[src/rtl/execute_stage.sv]
// EX stage: single-cycle ALU/address/branch evaluation feeding the EX/MEM latches,
// plus an iterative shift-add MUL that stalls the front end until it completes.
module execute_stage #(
  parameter int          DATA_W = 32,
  parameter logic [31:0] NOP_IR = 32'h0
) (
  input  logic              clk,
  input  logic              rst,
  input  logic              ID_EX_valid,
  input  logic [31:0]       ID_EX_IR,
  input  logic [31:0]       ID_EX_NPC,
  input  logic [DATA_W-1:0] ID_EX_A,
  input  logic [DATA_W-1:0] ID_EX_B,
  input  logic [DATA_W-1:0] ID_EX_Imm,
  output logic              ex_stall,
  output logic              EX_MEM_valid,
  output logic [31:0]       EX_MEM_IR,
  output logic [DATA_W-1:0] EX_MEM_ALU_output,
  output logic [DATA_W-1:0] EX_MEM_B,
  output logic              EX_MEM_cond
);

  localparam int CW = (DATA_W > 1) ? $clog2(DATA_W) : 1;
  localparam logic [CW-1:0] CNT_LAST = CW'(DATA_W - 1);
  localparam logic [CW-1:0] CNT_ONE  = CW'(1);
  localparam logic [CW-1:0] CNT_ZERO = CW'(0);

  localparam logic [5:0] OP_ADD  = 6'b000001;
  localparam logic [5:0] OP_SUB  = 6'b000010;
  localparam logic [5:0] OP_AND  = 6'b000011;
  localparam logic [5:0] OP_OR   = 6'b000100;
  localparam logic [5:0] OP_XOR  = 6'b000101;
  localparam logic [5:0] OP_SLT  = 6'b000110;
  localparam logic [5:0] OP_MUL  = 6'b000111;
  localparam logic [5:0] OP_LW   = 6'b001000;
  localparam logic [5:0] OP_SW   = 6'b001001;
  localparam logic [5:0] OP_BEQZ = 6'b001010;
  localparam logic [5:0] OP_J    = 6'b001011;

  typedef enum logic {IDLE = 1'b0, BUSY = 1'b1} state_t;

  state_t            state;
  logic [CW-1:0]     count;
  logic [DATA_W-1:0] mcand;
  logic [DATA_W-1:0] mplier;
  logic [DATA_W-1:0] acc;
  logic [31:0]       mul_ir;

  logic [5:0]        op;
  logic [DATA_W-1:0] npc_ext;
  logic [DATA_W-1:0] alu_result;
  logic              alu_cond;
  logic [DATA_W-1:0] acc_next;
  logic              mul_start;

  assign op        = ID_EX_IR[31:26];
  assign npc_ext   = DATA_W'(ID_EX_NPC);
  assign mul_start = ID_EX_valid && (op == OP_MUL);

  // Single-cycle result and branch condition for the instruction in ID/EX
  always_comb begin
    alu_result = {DATA_W{1'b0}};
    alu_cond   = 1'b0;
    case (op)
      OP_ADD:  alu_result = ID_EX_A + ID_EX_B;
      OP_SUB:  alu_result = ID_EX_A - ID_EX_B;
      OP_AND:  alu_result = ID_EX_A & ID_EX_B;
      OP_OR:   alu_result = ID_EX_A | ID_EX_B;
      OP_XOR:  alu_result = ID_EX_A ^ ID_EX_B;
      OP_SLT: begin
        if ($signed(ID_EX_A) < $signed(ID_EX_B)) begin
          alu_result = {{(DATA_W-1){1'b0}}, 1'b1};
        end else begin
          alu_result = {DATA_W{1'b0}};
        end
      end
      OP_LW, OP_SW: alu_result = ID_EX_A + ID_EX_Imm;
      OP_BEQZ: begin
        alu_result = npc_ext + ID_EX_Imm;
        alu_cond   = (ID_EX_A == {DATA_W{1'b0}});
      end
      OP_J: begin
        alu_result = npc_ext + ID_EX_Imm;
        alu_cond   = 1'b1;
      end
      default: begin
        alu_result = {DATA_W{1'b0}};
        alu_cond   = 1'b0;
      end
    endcase
  end

  // One shift-add iteration; the final cycle's sum is the product loaded into EX/MEM
  always_comb begin
    if (mplier[0]) begin
      acc_next = acc + mcand;
    end else begin
      acc_next = acc;
    end
  end

  // Front end holds while a MUL is being accepted or is still iterating
  always_comb begin
    case (state)
      IDLE:    ex_stall = mul_start;
      BUSY:    ex_stall = (count != CNT_LAST);
      default: ex_stall = 1'b0;
    endcase
  end

  // FSM, multiplier datapath and EX/MEM latches
  always_ff @(posedge clk) begin
    if (rst) begin
      state             <= IDLE;
      count             <= CNT_ZERO;
      mcand             <= {DATA_W{1'b0}};
      mplier            <= {DATA_W{1'b0}};
      acc               <= {DATA_W{1'b0}};
      mul_ir            <= 32'h0;
      EX_MEM_valid      <= 1'b0;
      EX_MEM_IR         <= NOP_IR;
      EX_MEM_ALU_output <= {DATA_W{1'b0}};
      EX_MEM_B          <= {DATA_W{1'b0}};
      EX_MEM_cond       <= 1'b0;
    end else begin
      EX_MEM_B <= ID_EX_B;
      case (state)
        IDLE: begin
          if (mul_start) begin
            mcand             <= ID_EX_A;
            mplier            <= ID_EX_B;
            acc               <= {DATA_W{1'b0}};
            count             <= CNT_ZERO;
            mul_ir            <= ID_EX_IR;
            state             <= BUSY;
            EX_MEM_valid      <= 1'b0;
            EX_MEM_IR         <= NOP_IR;
            EX_MEM_ALU_output <= {DATA_W{1'b0}};
            EX_MEM_cond       <= 1'b0;
          end else if (ID_EX_valid) begin
            EX_MEM_valid      <= 1'b1;
            EX_MEM_IR         <= ID_EX_IR;
            EX_MEM_ALU_output <= alu_result;
            EX_MEM_cond       <= alu_cond;
          end else begin
            EX_MEM_valid      <= 1'b0;
            EX_MEM_IR         <= NOP_IR;
            EX_MEM_ALU_output <= {DATA_W{1'b0}};
            EX_MEM_cond       <= 1'b0;
          end
        end
        BUSY: begin
          acc    <= acc_next;
          mcand  <= {mcand[DATA_W-2:0], 1'b0};
          mplier <= {1'b0, mplier[DATA_W-1:1]};
          if (count == CNT_LAST) begin
            count             <= CNT_ZERO;
            state             <= IDLE;
            EX_MEM_valid      <= 1'b1;
            EX_MEM_IR         <= mul_ir;
            EX_MEM_ALU_output <= acc_next;
            EX_MEM_cond       <= 1'b0;
          end else begin
            count             <= count + CNT_ONE;
            EX_MEM_valid      <= 1'b0;
            EX_MEM_IR         <= NOP_IR;
            EX_MEM_ALU_output <= {DATA_W{1'b0}};
            EX_MEM_cond       <= 1'b0;
          end
        end
        default: begin
          state             <= IDLE;
          count             <= CNT_ZERO;
          EX_MEM_valid      <= 1'b0;
          EX_MEM_IR         <= NOP_IR;
          EX_MEM_ALU_output <= {DATA_W{1'b0}};
          EX_MEM_cond       <= 1'b0;
        end
      endcase
    end
  end

endmodule
[config.mk]
export PLATFORM = sky130hd
export DESIGN_NAME = execute_stage
export DESIGN_NICKNAME = d
export VERILOG_FILES = /design/src/rtl/execute_stage.sv
export SDC_FILE = /design/constraint.sdc
export NUM_CORES = 1
export LEC_CHECK = 0
export ABC_AREA = 1
export CAP_MARGIN = 20
export CELL_PAD_IN_SITES_DETAIL_PLACEMENT = 0
export CELL_PAD_IN_SITES_GLOBAL_PLACEMENT = 2
export CORE_ASPECT_RATIO = 0.9
export CORE_MARGIN = 4
export CORE_UTILIZATION = 30
export DETAILED_ROUTE_END_ITERATION = 8
export GPL_TIMING_DRIVEN = 0
export PLACE_DENSITY = 0.84
export SYNTH_ARGS = -nofsm -noshare
export SYNTH_HDL_FRONTEND = slang
export SYNTH_SLANG_ARGS = --single-unit
[constraint.sdc]
create_clock -name clk -period 3.5 [get_ports clk]
set_clock_uncertainty 0.2 [all_clocks]
set_input_delay 0.35 -clock clk [delete_from_list [all_inputs] [get_ports clk]]
set_output_delay 0.35 -clock clk [all_outputs]
set_load 0.05 [all_outputs]
==> flow_metrics.tcl, run 1 <==
set metrics [dict create \
    slew_headroom_pct 27.7 \
    totalNegativeSetupSlack_ps 0 \
    drt_iter0_markers 2592 \
    drive_gt1_share_pct 7.48 \
    first_pass_iters 6 \
    synth_edf_count 0 \
    preCtsSetupSlack_ps -1740 \
    cts_buffer_depth 3 \
    ir_worst_vdd_mv 0.322 \
    powerDensity_nw_per_um2 317 \
    wl_met1_mm 44.4 \
    maxSlewViolCount 0 \
    cp-start-kind "input pin" \
    insertion_delay_ps 580 \
    hold_depth 3 \
    syn_area_sq_um 19500 \
    leakage_nw 11.3 \
    cp_max_fo 10 \
    routed-wl-met2_mm 40.4 \
    grt_antenna_before_repair 11 \
    critPathArrivalTime_ps 3590 \
    fin_nets 3923 \
    coreArea_sq_um 64300 \
    setup_viol 0 \
    yosysSeqAreaShare_pct 23.8 \
    hold_ws_ps 24.5 \
    holdPathEnd "EX_MEM_IR[30]" \
    initial_core_util_pct 30.4 \
    grt_pass1_vias 21000 \
    ys_types 53 \
    clock-sinks 232 \
    required_ps 3680 \
    syn_inst 3280 \
    numCtsBuffers 26 \
    r2r_cells 13 \
    grt_start_max_net_pins 15 \
    post-route-min-period_ps 3410 \
    syn_nets 3614 \
    cts_tree "done" \
    die_w_um 277 \
    postRouteAntennaNets 0 \
    num_vias 22900 \
    dieArea_sq_um 69200 \
    topRoutingLayerUsed "met5" \
    gp_congestion 0.975 \
    via_per_inst 5.12 \
    hold_class "in2reg" \
    setup.worst_path.class "in2reg" \
    io_buffers 261 \
    r2r_slack_ps 650 \
    worst_pin_slew_ps 1070 \
    drc 0 \
    rr_endpoint "EX_MEM_ALU_output[30]" \
    grt_pass1_wl_mm 138 \
    reg2reg_from "mcand[0]" \
    rsz0062_at_grt "no" \
    fin_ws_ps 88.0 \
    end_kind "flop" \
    max-cap-violations 0 \
    ioPinCount 262 \
    avgSynthCellArea_sq_um 5.95 \
    fmax_mhz 293 \
    overflow 0 \
    yosys.area.top_type "dfxtp_1" \
    period_share_pct 97.5 \
    drt_wl_total_mm 95.7 \
    synthToLayoutAreaGrowth_pct 26.8 \
    hold_viol_final 0 \
    final_util_pct 38.5 \
    status "finished clean" \
    ys_ff_latch 232 \
    h-tree-depth 1 \
    met3WireLength_mm 8.29 \
    rows 88 \
    clkTransAtPathRegs_ps 70 \
    track_usage_pct 26.1 \
    cts_root_buf "clkbuf_16" \
    power.total_mw 7.86 \
    post-dp-hpwl_mm 80.4 \
    synth_ff_type "dfxtp_1" \
    synth_top_area_share_pct 23.8 \
    synth_area_leaders "dfxtp_1, nand2_1, ha_1" \
    worstHoldStart "ID_EX_IR[30]" \
    die_y_um 250 \
    synthArstFlopShare_pct 0 \
    routedWlPerCell_um 21.4 \
    ys.warnings.count 0 \
]
-- state kept, by name, indices dropped and copies added, names as in the netlist, 5 cells and up --
signal and flops:
EX_MEM_ALU_output 32, EX_MEM_B 32, EX_MEM_IR 32, acc 32, mcand 32, mplier 32
mul_ir 32, count 5
-- worst max-delay path by stage --
| stage | startpoint | endpoint | slack (ps) | depth (start not counted) |
|---|---|---|---|---|
| 2_1_floorplan | ID_EX_IR[28] | EX_MEM_ALU_output[16] | 340 | 20 |
| 3_3_place_gp | ID_EX_IR[31] | EX_MEM_ALU_output[12] | -1690 | 18 |
| 3_5_place_dp | ID_EX_IR[31] | EX_MEM_ALU_output[12] | -1740 | 18 |
| 4_1_cts | ID_EX_IR[29] | EX_MEM_ALU_output[23] | 6 | 20 |
| 5_1_grt | ID_EX_A[4] | EX_MEM_ALU_output[29] | 20 | 16 |
| 6_report | ID_EX_A[5] | EX_MEM_ALU_output[26] | 90 | 15 |
-- per-layer routing --
metal  vias to the layer above  GRT usage, %
li1                      11200             -
met1                     10600          38.1
met2                       958          39.7
met3                       117          5.17
met4                        10          5.95
met5                         -             0
-- kinds of logic after synthesis --
kind of cell               Yosys count  synth area share (%)
AOI/OAI and AO/OA                  555                  16.0
xor gates and xnor gates            18                 0.808
adders and majority gates          171                  11.1
buffers and inverters              575                  11.7
DFF                                232                  23.8
and+or+nand+nor                   1729                  36.6
-- synthesized netlist by cell type (15+ instances only) --
cell and n:
inv_1 434, o21bai_1 15, or2_2 18, o211ai_1 24, o21ai_0 90, a22oi_1 32
buf_2 38, nor2_1 319, ha_1 167, nor3_1 27, a21oi_1 304, a31oi_1 32
clkbuf_1 62, dfxtp_1 232, nand4_1 56, o22ai_1 26, nand2_1 1039, nand3_1 231
-- report_power, final --
part	total, mW	leakage (nW)	internal [mW]	switching [mW]
Clock	2.92	0.433	1.70	1.22
Sequential	2.70	1.88	2.68	0.0157
Combinational	2.24	8.99	0.724	1.51
Total	7.86	11.3	5.11	2.75
-- repair_timing --
action                                 4_1_cts  5_1_grt
hold buffers                                 0        2
setup endpoints to repair                   32       25
pin swaps                                   25       33
endpoints found under the hold margin        0        2
resized for setup                           67       75
buffers inserted                             9        9
-- per-stage QoR --
| step | cell area (sq um) | std cells |
|---|---|---|
| after floorplan | 19500 | 3280 |
| after global placement | 23200 | 4396 |
| after detailed placement | 23200 | 4396 |
| after CTS | 24400 | 4453 |
| after global routing | 24700 | 4465 |
| final | 24800 | 4471 |
-- critical path, cell delays in order --
cell,delay [ps]
clkdlybuf4s50_1,690
inv_1,180
ha_1,310
buf_2,220
nand2_1,160
nor3_1,440
nand3_1,130
nand3_1,330
nand2_1,140
nand2_1,90
nand2_1,50
nand3_1,100
nand4_1,190
nand2_1,150
a21oi_2,70
-- layout by cell type (no fill, tap or decap), types with 32 or more instances in the layout --
master           Yosys  layout
ha_1               167     157
clkdlybuf4s50_1      0     256
a22oi_1             32      32
nor2_1             319     298
inv_1              434     433
a31oi_1             32      32
buf_2               38      38
a21oi_1            304     274
nand2_1           1039    1019
nand3_1            231     220
dfxtp_1            232     232
o21ai_0             90      86
clkbuf_1            62      65
nand4_1             56      56
-- area by class of cell --
| cell class | count | area (sq um) |
|---|---|---|
| diodes | 7 | 17.5 |
| flip-flops and latches | 232 | 4640 |
| clock buffers | 39 | 739 |
| inverters | 450 | 1690 |
| fillers | 7219 | 39500 |
| plain buffers | 125 | 639 |
| well taps | 855 | 1070 |
| multi-input cells | 2473 | 13000 |
| clock inverters | 9 | 163 |
| repair buffers | 281 | 2770 |
Note: power is estimated with default switching activity, not from simulation.
==> inputs of run 2 (changes only) <==
REMOVE_ABC_BUFFERS = 1   (was unset)
TNS_END_PERCENT = 20   (was unset)
==> run 2 against run 1 <==
Against the previous run: setup slack got worse by 81 ps; clock power fell by 2%; first-iteration DRC count fell by 21%; largest cell class unchanged; design area fell by 2.0%; critical path type unchanged; total power fell by 2.9%; count of clock-buffer cells in the layout fell by 4.
==> flow_metrics.tcl, run 2 (synthesis gave the netlist of run 1 again) <==
set metrics [dict create \
    cp-start-kind "input pin" \
    clock-sinks 232 \
    die_w_um 277 \
    status "finished clean" \
    drive_gt1_share_pct 5.52 \
    cts_root_buf "clkbuf_16" \
    dieArea_sq_um 69200 \
    numCtsBuffers 27 \
    track_usage_pct 23.5 \
    setup_viol 0 \
    drt_wl_total_mm 86.0 \
    ir_worst_vdd_mv 0.346 \
    initial_core_util_pct 30.4 \
    cts_buffer_depth 3 \
    post-route-min-period_ps 3490 \
    grt_pass1_vias 19900 \
    fmax_mhz 286 \
    slowest_delay_ps 660 \
    reg2reg_from "state" \
    overflow 0 \
    drc 0 \
    grt_pass1_wl_mm 126 \
    hold_ws_ps 113 \
    coreArea_sq_um 64300 \
    fin_nets 3810 \
    h-tree-depth 1 \
    final_util_pct 37.7 \
    cts_tree "done" \
    clkTransAtPathRegs_ps 60 \
    cp_max_fo 10 \
    required_ps 3740 \
    synthToLayoutAreaGrowth_pct 24.2 \
    setup.worst_path.class "in2reg" \
    gp_congestion 0.957 \
    post-dp-hpwl_mm 67.8 \
    leakage_nw 11.1 \
    rows 88 \
    grt_busiest_layer "met2" \
    powerDensity_nw_per_um2 315 \
    ioPinCount 262 \
    layout_common_cells "nand2_1, inv_1, nor2_1" \
    gr-usage-met1_pct 33.2 \
    postRouteAntennaNets 0 \
    end_kind "flop" \
    totalNegativeSetupSlack_ps 0 \
    slew_headroom_pct 31.0 \
    hold_class "in2reg" \
    max-cap-violations 0 \
    worstHoldStart "ID_EX_IR[29]" \
    drt_iter0_markers 2050 \
    die_y_um 250 \
    insertion_delay_ps 580 \
    worst_path_most_repeated_cell "nand2_1" \
    met2_usage_pct 37.1 \
    final_common_cell "nand2_1" \
    worstPathCellList "clkdlybuf4s50_1 > inv_1 > ha_1 > nand2_1 > inv_1 > nand2_1 > nor3_1 > and2_1 > nand2_1 > nand2_1 > nand2_1 > nand3_1 > nand4_1 > nand2_2 > a21oi_2" \
    worst_pin_slew_ps 1030 \
    first_pass_iters 5 \
    rsz0062_at_grt "yes" \
    cpMaxStageDelayCell "clkdlybuf4s50_1" \
    io_buffers 261 \
    maxSlewViolCount 0 \
    use_met3_pct 3.59 \
    hold_viol_final 0 \
    period_share_pct 99.8 \
    critPathArrivalTime_ps 3730 \
    via_per_inst 4.98 \
    num_vias 21700 \
    power.total_mw 7.64 \
    grt_antenna_before_repair 3 \
    startpoint "ID_EX_A[23]" \
    routedWlPerCell_um 19.8 \
    grt_start_max_net_pins 144 \
]
## run 2: path summary, 6_finish.rpt
check / endpoint / slack, ps / cells past startpoint
min: EX_MEM_IR[29] / 110 / 3
max reg2reg: EX_MEM_ALU_output[9] / 480 / 9
max: EX_MEM_ALU_output[28] / 7 / 15
min reg2reg: mul_ir[30] / 240 / 2
## run 2: worst max-delay path, delay by kind of cell
family / cells / cell delay (ps)
and+or+nand+nor: 10 / 1800
buffers and inverters: 3 / 950
adders and majority gates: 1 / 560
AOI/OAI and AO/OA: 1 / 70
## run 2: cell type report
cell class	count	area, sq um
flip-flops and latches	232	4650
fillers	7238	40000
multi-input cells	2475	12900
well taps	855	1070
repair buffers	290	3070
diodes	1	2.50
inverters	450	1710
clock buffers	35	726
clock inverters	15	145
## run 2: layer usage
| metal | part of all wire, % | vias to the layer above |
|---|---|---|
| met1 | 47 | 9912 |
| met4 | 3.0 | 2 |
| li1 | - | 11000 |
| met2 | 44 | 678 |
| met3 | 6.5 | 106 |
| met5 | 0.013 | - |
## run 2: metrics by stage
stage                     instance area, sq um  cells  setup slack [ps]
after floorplan                          18900   3155             -1220
after global placement                   22600   4271             -7980
after detailed placement                 22900   4281             -1750
after CTS                                24000   4340             -14.7
after global routing                     24300   4352             -25.9
final                                    24300   4353              7.07
## run 2: timing repair
item                       in CTS  in global routing
pin swaps                       8                 19
hold endpoints to repair       42                  3
setup endpoints to repair      32                 33
setup buffers                   4                  8
hold buffers                    1                  3
cloned                          4                  1
resized for setup              37                 51
## run 2: report_power, final
| part | leakage [nW] | internal [mW] | total [mW] | switching, mW |
|---|---|---|---|---|
| logic | 8.78 | 0.687 | 2.08 | 1.39 |
| clock network | 0.425 | 1.57 | 2.86 | 1.29 |
| registers | 1.88 | 2.68 | 2.70 | 0.0163 |
